**config.mk**
```make
export PLATFORM = sky130hd
export DESIGN_NAME = ahb_req_master
export DESIGN_NICKNAME = d
export VERILOG_FILES = /design/src/rtl/ahb_req_master.sv
export SDC_FILE = /design/constraint.sdc
export NUM_CORES = 1
export LEC_CHECK = 0
export ABC_AREA = 1
export CELL_PAD_IN_SITES_DETAIL_PLACEMENT = 1
export CELL_PAD_IN_SITES_GLOBAL_PLACEMENT = 2
export CORE_AREA = 2 2 238 169
export DETAILED_ROUTE_END_ITERATION = 7
export DIE_AREA = 0 0 240 171
export PLACE_DENSITY = 0.78
export SLEW_MARGIN = 20
export SYNTH_ARGS = -nofsm -noshare
export SYNTH_HDL_FRONTEND = slang
export SYNTH_SLANG_ARGS = --single-unit
```
**constraint.sdc**
```tcl
create_clock -name HCLK -period 2.6 [get_ports HCLK]
set_clock_uncertainty 0.2 [all_clocks]
set_input_delay 0.65 -clock HCLK [delete_from_list [all_inputs] [get_ports HCLK]]
set_output_delay 0.65 -clock HCLK [all_outputs]
set_load 0.01 [all_outputs]
```
**src/rtl/ahb_req_master.sv**
```systemverilog
// AHB (AMBA 2) single-transfer master: turns a valid/ready request stream into
// pipelined NONSEQ/SINGLE transfers and returns one in-order response per request.
//
// state   | meaning
// DP_IDLE | no transfer in the data phase
// DP_WAIT | data phase in progress, waiting for HREADY
// RESP2   | second cycle of an ERROR/RETRY/SPLIT response
module ahb_req_master #(
    parameter int ADDRESS_WIDTH = 32,
    parameter int DATA_WIDTH    = 32
) (
    input  logic                     HCLK,
    input  logic                     HRESETn,
    input  logic                     req_valid,
    output logic                     req_ready,
    input  logic                     req_write,
    input  logic [ADDRESS_WIDTH-1:0] req_addr,
    input  logic [2:0]               req_size,
    input  logic [DATA_WIDTH-1:0]    req_wdata,
    output logic                     rsp_valid,
    output logic [DATA_WIDTH-1:0]    rsp_rdata,
    output logic                     rsp_error,
    output logic                     HBUSREQ,
    input  logic                     HGRANT,
    output logic [1:0]               HTRANS,
    output logic [ADDRESS_WIDTH-1:0] HADDR,
    output logic                     HWRITE,
    output logic [2:0]               HSIZE,
    output logic [2:0]               HBURST,
    output logic [3:0]               HPROT,
    output logic [DATA_WIDTH-1:0]    HWDATA,
    input  logic [DATA_WIDTH-1:0]    HRDATA,
    input  logic                     HREADY,
    input  logic [1:0]               HRESP
);

    localparam logic [1:0] RESP_OKAY = 2'b00;
    localparam logic [1:0] TRANS_IDLE = 2'b00;
    localparam logic [1:0] TRANS_NONSEQ = 2'b10;

    typedef enum logic [1:0] {
        DP_IDLE,
        DP_WAIT,
        RESP2
    } dp_state_t;

    typedef struct packed {
        logic                     write;
        logic [2:0]               size;
        logic [ADDRESS_WIDTH-1:0] addr;
        logic [DATA_WIDTH-1:0]    wdata;
    } xfer_t;

    dp_state_t dp_state, dp_state_nxt;

    xfer_t ap, dp, hold, req_xfer;
    logic  ap_valid, hold_valid;
    logic  cancel;
    logic  dp_replay;
    logic  owner;

    logic  nonseq;
    logic  ap_advance;
    logic  req_accept;

    logic  dp_load;
    logic  dp_complete;
    logic  dp_err_done;
    logic  replay;
    logic  cancel_set;
    logic  cancel_clr;

    assign req_xfer = '{write: req_write, size: req_size, addr: req_addr, wdata: req_wdata};

    assign nonseq     = ap_valid & ~cancel & owner;
    assign ap_advance = nonseq & HREADY;
    assign req_ready  = HRESETn & ~hold_valid & ~cancel & (~ap_valid | ap_advance);
    assign req_accept = req_valid & req_ready;

    assign HTRANS  = nonseq ? TRANS_NONSEQ : TRANS_IDLE;
    assign HADDR   = ap.addr;
    assign HWRITE  = ap.write;
    assign HSIZE   = ap.size;
    assign HWDATA  = dp.wdata;
    assign HBURST  = 3'b000;
    assign HPROT   = 4'b0011;
    assign HBUSREQ = ap_valid | hold_valid;

    always_ff @(posedge HCLK) begin
        if (!HRESETn) begin
            dp_state <= DP_IDLE;
        end else begin
            dp_state <= dp_state_nxt;
        end
    end

    always_comb begin
        dp_state_nxt = dp_state;
        dp_load      = 1'b0;
        dp_complete  = 1'b0;
        dp_err_done  = 1'b0;
        replay       = 1'b0;
        cancel_set   = 1'b0;
        cancel_clr   = 1'b0;
        case (dp_state)
            DP_IDLE: begin
                if (ap_advance) begin
                    dp_load      = 1'b1;
                    dp_state_nxt = DP_WAIT;
                end
            end
            DP_WAIT: begin
                if (HREADY) begin
                    dp_complete = 1'b1;
                    if (ap_advance) begin
                        dp_load = 1'b1;
                    end else begin
                        dp_state_nxt = DP_IDLE;
                    end
                end else if (HRESP != RESP_OKAY) begin
                    // First cycle of a two-cycle response: stop the address phase now.
                    cancel_set   = 1'b1;
                    dp_state_nxt = RESP2;
                end
            end
            RESP2: begin
                if (HREADY) begin
                    cancel_clr   = 1'b1;
                    dp_state_nxt = DP_IDLE;
                    if (dp_replay) begin
                        replay = 1'b1;
                    end else begin
                        dp_err_done = 1'b1;
                    end
                end
            end
            default: dp_state_nxt = DP_IDLE;
        endcase
    end

    always_ff @(posedge HCLK) begin
        if (!HRESETn) begin
            ap         <= '0;
            ap_valid   <= 1'b0;
            dp         <= '0;
            hold       <= '0;
            hold_valid <= 1'b0;
            cancel     <= 1'b0;
            dp_replay  <= 1'b0;
            owner      <= 1'b0;
            rsp_valid  <= 1'b0;
            rsp_error  <= 1'b0;
            rsp_rdata  <= '0;
        end else begin
            rsp_valid <= 1'b0;
            rsp_error <= 1'b0;
            rsp_rdata <= '0;
            if (dp_complete) begin
                rsp_valid <= 1'b1;
                rsp_rdata <= dp.write ? '0 : HRDATA;
            end
            if (dp_err_done) begin
                rsp_valid <= 1'b1;
                rsp_error <= 1'b1;
            end

            if (HREADY) begin
                owner <= HGRANT;
            end

            if (cancel_set) begin
                cancel    <= 1'b1;
                dp_replay <= HRESP[1];
            end else if (cancel_clr) begin
                cancel <= 1'b0;
            end

            if (dp_load) begin
                dp <= ap;
            end

            // A replayed transfer jumps ahead of the parked one; HOLD refills AP
            // once the replay has left the address phase.
            if (replay) begin
                ap       <= dp;
                ap_valid <= 1'b1;
                if (ap_valid) begin
                    hold       <= ap;
                    hold_valid <= 1'b1;
                end
            end else if (ap_advance) begin
                if (hold_valid) begin
                    ap         <= hold;
                    hold_valid <= 1'b0;
                end else if (req_accept) begin
                    ap <= req_xfer;
                end else begin
                    ap_valid <= 1'b0;
                end
            end else if (req_accept) begin
                ap       <= req_xfer;
                ap_valid <= 1'b1;
            end
        end
    end

endmodule

```
==> summary.md, run 1 <==
| Metric | Value |
|---|---|
| Run status | `completed` |
| Top cells by area in the synthesized netlist | `dfxtp_1, a21oi_1, inv_1` |
| Slowest-stage cell, CP | `dfxtp_2` |
| Port Buffer Count | `211` |
| RSZ-0062 raised after global routing | `no` |
| Final non-filler cell area | `0.0144 sq mm` |
| Post-synthesis cell count | `1546` |
| Synth Warn # | `0` |
| First-pass GRT wire length | `59.7 mm` |
| Post-CTS Hold Fix Bufs | `0` |
| Average size of a mapped cell | `7.19 sq um` |
| DP HPWL | `24.0 mm` |
| Clock Power Share | `45.2%` |
| Worst hold path class | `flop to flop` |
| CTS tree | `built` |
| Antenna Nets Post-Route | `0` |
| Unique masters post-synth | `26` |
| Yosys reg bits | `245` |
| Placed instance count | `2151` |
| Post-synth EDFFs | `0` |
| Drt first pass iters | `4` |
| Area Growth Syn to Fin | `29.7%` |
| GR Overflow Total | `0` |
| Count of non-filler cells in the finished layout | `2200` |
| Total track usage | `18.3%` |
| Worst Path Buf+Inv | `2` |
| Mapped cell area | `0.0111 sq mm` |
| Startpoint Class | `flop` |
| Critical Path Max Stage Delay | `0.34 ns` |
| Largest net degree at the start of global routing | `94` |
| Critical Path End Type | `primary output` |
| Max-cap violation count | `0` |
| Crit Path Category | `flop to primary output` |
| Lkg Pwr | `5.94 nW` |
| Die width | `240 microns` |
| DP Area | `0.0135 sq mm` |
| Slew Viols, Final | `0` |
| Largest area contributor in the netlist | `dfxtp_1` |
| Final TNS setup | `0 ns` |
| Post-synth ARST share | `0%` |
| Post-DR wirelength/cell | `17.2 microns` |
| H-tree depth | `1` |
| Synth top area share | `44.1%` |
| Placer Congestion | `0.735` |
| Critical Path AT | `1.65 ns` |
| CTS Root Cell | `clkbuf_16` |
| Worst Max-Slew Pin Slew | `0.883 ns` |
| Final Core Density | `36.9%` |
| Fin. Hold Viols | `0` |
| Routed via count | `10400` |
| Comb pwr share | `10.3%` |
| Fmax | `0.400 GHz` |
| IO Pins | `220` |
| Most common cell in the netlist | `inv_1` |
| # nets final | `1754` |
| Relative max-transition margin | `41.2%` |
| Vias per cell | `4.72` |
| Seq pwr share | `44.5%` |
| List of most frequent post-synthesis cells | `inv_1, dfxtp_1, a21oi_1, nand2_1, nand3_1` |
| Maximum clock path buffer count | `3` |
| Hold_ws | `0.253 ns` |
| Inserted Clock Buffers | `29` |
| Sw frac | `25.2%` |
| CP required | `1.75 ns` |
| Latest clock arrival within the worst-skew pair | `0.56 ns` |
| Critical path's top delay family | `buffers and inverters` |
| Worst-path clk slew | `0.06 ns` |
| Worst path cell trace | `inv_1 > o21bai_4 > and2_2 > dlygate4sd2_1` |
| Ys flop type | `dfxtp_1` |
| Internal power | `0.00663 W` |
| Starting DRC count in detailed routing | `509` |
| Critical path fanouts, max | `3` |
| Reg-to-reg slack, setup | `0.33 ns` |
| Vias in the first global route | `10700` |
| Worst VDD drop | `437 uV` |
| P_sw | `0.00224 W` |
| WL final | `37.8 mm` |
| Die height | `171 microns` |
| Layout cells sized above 1 | `6.61%` |
| Clock Sinks | `245` |
| Die area | `0.0410 sq mm` |
| Power per cell area | `615 mW/mm^2` |
| Setup violators final | `0` |
| Period utilization | `96.1%` |
| Num rows | `61` |
| Antenna violations before repair | `1` |
| DR DRC count | `0` |
| CORE AREA | `0.0391 sq mm` |
| Initial core utilization | `28.4%` |
| Register area share after synthesis | `44.1%` |
| Crit path time final | `2.50 ns` |
-- path summary, 6_finish.rpt --
path,from,end,cells after the start
max,ap_valid,req_ready,4
min,hold[23],hold[23],2
max reg2reg,cancel,ap[6],8
min reg2reg,hold[23],hold[23],2
-- power by group through the flow --
stage | clock network [W] | logic [W] | registers, W
4_1_cts | 0.00413 | 0.000925 | 0.00394
2_1_floorplan | 0 | 0.000528 | 0.00399
6_report | 0.00401 | 0.000913 | 0.00394
5_1_grt | 0.00428 | 0.00101 | 0.00395
3_3_place_gp | 0 | 0.000898 | 0.00402
3_5_place_dp | 0 | 0.000921 | 0.00402
-- flip-flops by register name, summed over array words and instances (netlist names) --
register and cells:
HADDR 32, HSIZE 3, HWDATA 32, HWRITE 1
ap 32, ap_valid 1, cancel 1, dp 36
dp_replay 1, dp_state 2, hold 68, hold_valid 1
owner 1, rsp_error 1, rsp_rdata 32, rsp_valid 1
-- metrics by stage --
step	setup slack, ns	power (W)
CTS	0.0100	0.00900
finish	0.102	0.00886
detailed placement	-0.549	0.00494
global placement	-0.471	0.00492
floorplan	0.0289	0.00452
global route	0.0110	0.00925
-- worst register-to-register path: cells and delay by family, from the launching register on --
| family | cells | cell delay [ns] |
|---|---|---|
| and+or+nand+nor | 3 | 0.48 |
| AOI/OAI and AO/OA | 2 | 0.20 |
| buffers and inverters | 3 | 0.95 |
| DFF | 1 | 0.34 |
-- routing by layer --
metal	part of all wire, %	GRT usage, %	wire length, microns
met2	47	31.2	17600
met1	48	24.4	18000
met3	3.5	2.58	1310
met4	2.0	4.10	768
met5	0	0	0
-- cells by family after synthesis --
kind of cell | synth area share [%]
compound gates | 19.7
buf+inv | 19.2
flops | 44.1
other cells | 0.0676
simple gates | 17.0
-- timing repair --
item                                    in CTS  in global routing
setup buffers                                0                  0
endpoints found under the setup margin       3                  1
endpoints found under the hold margin        0                  0
resized for setup                            5                  1
-- cell type report --
| type | count | area, sq um |
|---|---|---|
| fill | 4776 | 24700 |
| sequential | 245 | 4910 |
| multi-input combinational | 828 | 4150 |
| timing repair buffer | 262 | 2720 |
| inverter | 281 | 1060 |
| clock buffer | 41 | 811 |
| tap | 535 | 669 |
| clock inverter | 7 | 92.6 |
| antenna | 1 | 2.50 |
-- layout by cell type, fill, tap and decap left out, types with 8 or more instances in the layout --
cell type        netlist  routed
clkbuf_1              93       8
clkdlybuf4s50_1        0     205
o21ai_1               61      61
clkbuf_16              0      29
conb_1                 2       8
buf_12                 0      19
nand4_1               68      68
nand2_1              148     147
nand3_1              139     138
a21oi_1              209     209
dfxtp_1              245     242
nor2_1                39      38
buf_4                 83      33
inv_1                278     277
o21bai_1              34      34
o21ai_0              111     111
Power figures use the tool's default switching activity.
==> run 2: changes to the inputs <==
Settings changed: ABC_AREA 1 to not set, CORE_AREA 2 2 238 169 to 2 2 222 159, DIE_AREA 0 0 240 171 to 0 0 224 161, PLACE_DENSITY 0.78 to 0.76.
==> summary.md, run 2 <==
| Metric | Value |
|---|---|
| Final non-filler cell area | `0.0132 sq mm (-8.4%)` |
| CTS Root Cell | `clkbuf_16` |
| Critical path's top delay family | `buffers and inverters` |
| Period utilization | `95.7% (-0.34 points)` |
| Critical Path End Type | `primary output` |
| CP required | `1.75 ns (about the same)` |
| Startpoint Class | `input port` |
| Yosys reg bits | `245 (unchanged)` |
| Num rows | `57 (-6.6%)` |
| DR DRC count | `0 (unchanged)` |
| Top Registers | `hold (68), dp (36)` |
| Drt first pass iters | `4 (unchanged)` |
| Average size of a mapped cell | `9.19 sq um (+28%)` |
| Setup violators final | `0 (unchanged)` |
| Placer Congestion | `0.702 (-4.4%)` |
| Die height | `161 microns (-5.8%)` |
| Worst hold path class | `flop to flop` |
| Antenna Nets Post-Route | `0 (unchanged)` |
| Mapped cell area | `0.0101 sq mm (-9.5%)` |
| Top cells by area in the synthesized netlist | `dfxtp_1, nand2_1, a21boi_0` |
| Most common cell in the netlist | `nand2_1` |
| Starting DRC count in detailed routing | `309 (-39%)` |
| Post-DR wirelength/cell | `18.2 microns (+5.9%)` |
| Layout cells sized above 1 | `8.38% (+1.8 points)` |
| Relative max-transition margin | `62.5% (+21 points)` |
| Main combinational cell family by area after synthesis | `compound AO/OA/AOI/OAI gates` |
| Port Buffer Count | `211 (unchanged)` |
| Die width | `224 microns (-6.7%)` |
| Vias in the first global route | `8170 (-24%)` |
| Critical path fanouts, max | `2 (-1)` |
| WL final | `30.6 mm (-19%)` |
| Clock Sinks | `245 (unchanged)` |
| H-tree depth | `1 (unchanged)` |
| Largest net degree at the start of global routing | `134 (+43%)` |
| Antenna violations before repair | `1 (unchanged)` |
| Die area | `0.0361 sq mm (-12%)` |
| Total track usage | `16.7% (-1.5 points)` |
| Power per cell area | `609 mW/mm^2 (-0.97%)` |
| Critical Path Max Stage Delay | `0.48 ns (+0.14 ns)` |
| Crit Path Category | `input port to primary output` |
| Largest area contributor in the netlist | `dfxtp_1` |
| # nets final | `1330 (-24%)` |
| Ys flop type | `dfxtp_1` |
| Latest clock arrival within the worst-skew pair | `0.55 ns (about the same)` |
| Leading cell types in the layout, fill and taps excluded | `nand2_1, dfxtp_1, clkdlybuf4s50_1` |
| DP HPWL | `20.0 mm (-17%)` |
| Slew Viols, Final | `0 (unchanged)` |
| Register area share after synthesis | `48.8% (+4.6 points)` |
| DP Area | `0.0124 sq mm (-8.3%)` |
| Slowest-stage cell, CP | `clkdlybuf4s50_1` |
| Worst Path Buf+Inv | `2 (unchanged)` |
| RSZ-0062 raised after global routing | `no` |
| List of most frequent post-synthesis cells | `nand2_1, dfxtp_1, a21boi_0, buf_4, mux2i_1` |
| Hold_ws | `0.260 ns (+0.00696 ns)` |
| Mux contribution to synthesized area | `6.87% (+6.9 points)` |
| Post-synth EDFFs | `0 (unchanged)` |
| Synth Area in Adders | `0% (unchanged)` |
| Worst-path clk slew | `0.06 ns (about the same)` |
| Initial core utilization | `29.6% (+1.1 points)` |
| Inserted Clock Buffers | `26 (-10%)` |
| Biggest register | `hold` |
| Routed via count | `7896 (-24%)` |
| Post-synth ARST share | `0% (unchanged)` |
| Compound-Gate Fraction of Synth Area | `19.9% (+0.22 points)` |
| Post-synthesis cell count | `1095 (-29%)` |
| Post-CTS Hold Fix Bufs | `0 (unchanged)` |
| Worst path cell trace | `clkdlybuf4s50_1 > a21boi_1 > nor4b_1 > clkbuf_2` |
| IO Pins | `220 (unchanged)` |
| Unique masters post-synth | `37 (+42%)` |
| Commonest non-fill, non-tap cell in the layout | `nand2_1` |
| CTS tree | `built` |
| Run status | `completed` |
| CORE AREA | `0.0340 sq mm (-13%)` |
| Ant diodes | `0 (-1)` |
| Vias per cell | `4.69 (-0.62%)` |
| Synth Warn # | `0 (unchanged)` |
| GR Overflow Total | `0 (unchanged)` |
| Maximum clock path buffer count | `3 (unchanged)` |
| Critical Path AT | `1.64 ns (about the same)` |
| Worst Max-Slew Pin Slew | `0.563 ns (-0.319 ns)` |
| Post-Synth Simple-Gate Area | `14.2% (-2.7 points)` |
| Lkg Pwr | `4.41 nW (-26%)` |
| Crit path time final | `2.49 ns (-0.00894 ns)` |
| Synth top area share | `48.8% (+4.6 points)` |
| XOR/XNOR share of the synthesized area | `0% (unchanged)` |
| Fin. Hold Viols | `0 (unchanged)` |
| Area Growth Syn to Fin | `31.3%` |
| Max reg flops | `68 (unchanged)` |
| Worst VDD drop | `333 uV (-24%)` |
| First-pass GRT wire length | `47.6 mm (-20%)` |
| Fmax | `0.402 GHz (+0.36%)` |
| Max-cap violation count | `0 (unchanged)` |
[run 2: changes by cell type after synthesis, sizes merged, moves of 100 or more]
cell	previous run	this run
a21boi	0	140
a21oi	209	0
inv	281	1
nand2	149	277
nand3	139	1
o21ai	172	72
[run 2: path summary, 6_finish.rpt]
kind / startpoint / to / slack (ns) / depth (start not counted)
worst max-delay path: HREADY / req_ready / 0.11 / 4
worst min-delay path: dp[64] / dp[64] / 0.26 / 2
worst max register to register: ap_valid / ap[11] / 0.59 / 7
worst min register to register: dp[64] / dp[64] / 0.26 / 2
[run 2: metrics by stage]
step | util (%) | cells | total power (W) | setup slack, ns | setup TNS [ns]
after global routing | 38.8 | 1683 | 0.00839 | 0.0517 | 0
after floorplan | - | 1101 | 0.00421 | 0.254 | 0
after detailed placement | 36.4 | 1637 | 0.00452 | -0.302 | -4.60
final | 38.8 | 1683 | 0.00804 | 0.111 | 0
after global placement | 36.4 | 1637 | 0.00451 | -0.368 | -3.80
after CTS | 38.8 | 1683 | 0.00819 | 0.0110 | 0
[run 2: kinds of logic (layout without fill, tap and decap cells)]
| group | count (synthesis) | count (layout) |
|---|---|---|
| AO/OA/AOI/OAI | 284 | 284 |
| AND/OR/NAND/NOR | 336 | 336 |
| other | 2 | 8 |
| flip-flops | 245 | 245 |
| buffers and inverters | 159 | 299 |
| multiplexers | 69 | 69 |
[run 2: final cells by class]
cell class	instances	area, sq um
Clock inverter	3	26.3
Multi-Input combinational cell	697	4190
Clock buffer	43	795
Inverter	1	3.75
Sequential cell	245	4910
Tap cell	442	553
Timing Repair Buffer	252	2730
Fill cell	3824	20800
[run 2: per-layer routing]
metal | GRT usage, % | wire (microns)
met2 | 27.5 | 13600
met5 | 0 | 13
met3 | 4.64 | 1940
met1 | 22.1 | 14500
met4 | 2.91 | 471
[run 2: report_power, final]
| part | internal [W] | switching [W] | leakage (nW) |
|---|---|---|---|
| clock network | 0.00207 | 0.00154 | 0.403 |
| registers | 0.00381 | 0.0000607 | 1.98 |
| logic | 0.000330 | 0.000221 | 2.02 |
| total | 0.00622 | 0.00182 | 4.41 |
[run 2: worst register-to-register path: cells and delay by family (launching register included)]
family,cells,cell delay [ns]
simple gates,1,0.29
mux,1,0.24
compound gates,2,0.23
buf+inv,3,0.55
flops,1,0.37
[run 2: timing repair]
action,in CTS,in global routing
setup endpoints to repair,3,2
setup buffers,0,0
gates resized for setup,7,2
==> run 3: changes to the inputs <==
Settings changed: CTS_CLUSTER_SIZE set to 12, SKIP_LAST_GASP set to 1.
==> summary.md, run 3 (synthesis results as in run 2) <==
| Metric | Value |
|---|---|
| Run status | `completed` |
| Worst Path Buf+Inv | `2 (unchanged)` |
| Startpoint Class | `input port` |
| CORE AREA | `0.0340 sq mm (unchanged)` |
| Lkg Pwr | `4.40 nW (-0.21%)` |
| Area Growth Syn to Fin | `31.1%` |
| Final non-filler cell area | `0.0132 sq mm (-0.14%)` |
| Slew Viols, Final | `0 (unchanged)` |
| Biggest register | `hold` |
| CTS Root Cell | `clkbuf_16` |
| Critical Path AT | `1.64 ns (about the same)` |
| Final TNS setup | `0 ns (unchanged)` |
| CTS tree | `built` |
| Hold Startpoint | `dp[57]` |
| Worst r2r src | `ap_valid` |
| Slowest-stage cell, CP | `clkdlybuf4s50_1` |
| CP required | `1.75 ns (about the same)` |
| Commonest non-fill, non-tap cell in the layout | `nand2_1` |
| Largest net degree at the start of global routing | `134 (unchanged)` |
| Top Registers | `hold (68), dp (36)` |
| Antenna violations before repair | `1 (unchanged)` |
| Starting DRC count in detailed routing | `312 (+0.97%)` |
| DR DRC count | `0 (unchanged)` |
| Layout cells sized above 1 | `8.30% (-0.081 points)` |
| R2r endpoint | `ap[11]` |
| Relative max-transition margin | `62.6% (+0.12 points)` |
| Fmax | `0.402 GHz (about the same)` |
| Vias in the first global route | `8219 (+0.60%)` |
| Post-DR wirelength/cell | `18.2 microns (+0.33%)` |
| Setup Buffers After CTS | `0 (unchanged)` |
| Drt first pass iters | `4 (unchanged)` |
| WL met3 | `1.91 mm (-1.4%)` |
| Leading cell types in the layout, fill and taps excluded | `nand2_1, dfxtp_1, clkdlybuf4s50_1` |
| DP HPWL | `20.0 mm (unchanged)` |
| Crit Path Category | `input port to primary output` |
| Worst Max-Slew Pin Slew | `0.561 ns (-0.00179 ns)` |
| Count of non-filler cells in the finished layout | `1683 (unchanged)` |
| GR Overflow Total | `0 (unchanged)` |
| Total track usage | `16.7% (about the same)` |
| Worst hold path class | `flop to flop` |
| Metal2 WL | `13.7 mm (+0.39%)` |
| Die width | `224 microns (unchanged)` |
| H-tree depth | `1 (unchanged)` |
| Worst VDD drop | `433 uV (+30%)` |
| Crit path time final | `2.49 ns (+0.000354 ns)` |
| Vias per cell | `4.69 (-0.13%)` |
| Maximum clock path buffer count | `3 (unchanged)` |
| Final Core Density | `38.8% (-0.055 points)` |
| DP Area | `0.0124 sq mm (unchanged)` |
| Die height | `161 microns (unchanged)` |
| Initial core utilization | `29.6% (unchanged)` |
| Placer Congestion | `0.702 (unchanged)` |
| First-pass GRT wire length | `47.7 mm (+0.19%)` |
| Power per cell area | `606 mW/mm^2 (-0.50%)` |
| Period utilization | `95.7% (about the same)` |
| Placed instance count | `1637 (unchanged)` |
| Routed via count | `7886 (-0.13%)` |
| Critical Path End Type | `primary output` |
| # nets final | `1330 (unchanged)` |
| Hold depth | `2 (unchanged)` |
| Max-cap violation count | `0 (unchanged)` |
| Critical path fanouts, max | `2 (unchanged)` |
| IO Pins | `220 (unchanged)` |
| Inserted Clock Buffers | `26 (unchanged)` |
| Clock Sinks | `245 (unchanged)` |
| WL final | `30.7 mm (+0.33%)` |
| Reg-to-reg slack, setup | `0.59 ns (about the same)` |
| Uppermost layer routed | `met5` |
| Hold_ws | `0.259 ns (-0.000390 ns)` |
| FF-to-FF path depth | `7 (unchanged)` |
| Latest clock arrival within the worst-skew pair | `0.55 ns (about the same)` |
| Ant diodes | `0 (unchanged)` |
| Worst-path clk slew | `0.06 ns (about the same)` |
| Critical Path Max Stage Delay | `0.48 ns (about the same)` |
| Port Buffer Count | `211 (unchanged)` |
| Setup violators final | `0 (unchanged)` |
| Met1 wire length | `14.5 mm (about the same)` |
| Worst path cell trace | `clkdlybuf4s50_1 > a21boi_1 > nor4b_1 > clkbuf_2` |
| Die area | `0.0361 sq mm (unchanged)` |
| Critical path's top delay family | `buffers and inverters` |
| Num rows | `57 (unchanged)` |
| RSZ-0062 raised after global routing | `no` |
| Fin. Hold Viols | `0 (unchanged)` |
| Antenna Nets Post-Route | `0 (unchanged)` |
| Hold Path Sink | `dp[57]` |
| Max reg flops | `68 (unchanged)` |
## run 3: through the flow
step | setup slack [ns] | total power [W]
floorplan | 0.254 | 0.00421
global placement | -0.368 | 0.00451
detailed placement | -0.302 | 0.00452
CTS | -0.00633 | 0.00814
global route | 0.0517 | 0.00832
finish | 0.111 | 0.00799
## run 3: final cells by class
class / count / area [sq um]
Clock inverter: 4 / 31.3
Tap cell: 442 / 553
Fill cell: 3830 / 20800
Timing Repair Buffer: 252 / 2730
Clock buffer: 42 / 771
Sequential cell: 245 / 4910
Inverter: 1 / 3.75
Multi-Input combinational cell: 697 / 4190
## run 3: worst max path at each step
stage | from | end | slack [ns] | depth (start not counted)
after floorplan | HRESETn | req_ready | 0.25 | 3
after global placement | HREADY | req_ready | -0.37 | 4
after detailed placement | HREADY | req_ready | -0.30 | 4
after CTS | HREADY | req_ready | -0.006 | 4
after global routing | HREADY | req_ready | 0.05 | 4
final | HREADY | req_ready | 0.11 | 4
## run 3: tightest hold or removal path: stages (launching register included)
cell	delay [ns]
dfxtp_1	0.31
nand2_1	0.05
a21boi_1	0.05
## run 3: where the power goes
group / internal, W / total [W] / switching, W
Sequential: 0.00381 / 0.00387 / 0.0000605
Clock: 0.00202 / 0.00356 / 0.00155
Combinational: 0.000329 / 0.000550 / 0.000220
## run 3: what timing repair did
item                                    in CTS  in global routing
endpoints found under the setup margin       3                  2
gates resized for setup                      5                  4
hold buffers                                 0                  0
## run 3: routing by layer
metal	vias to the layer above	track usage [%]
li1	3864	-
met1	3796	22.1
met2	186	27.6
met3	38	4.35
met4	2	3.36
met5	-	0
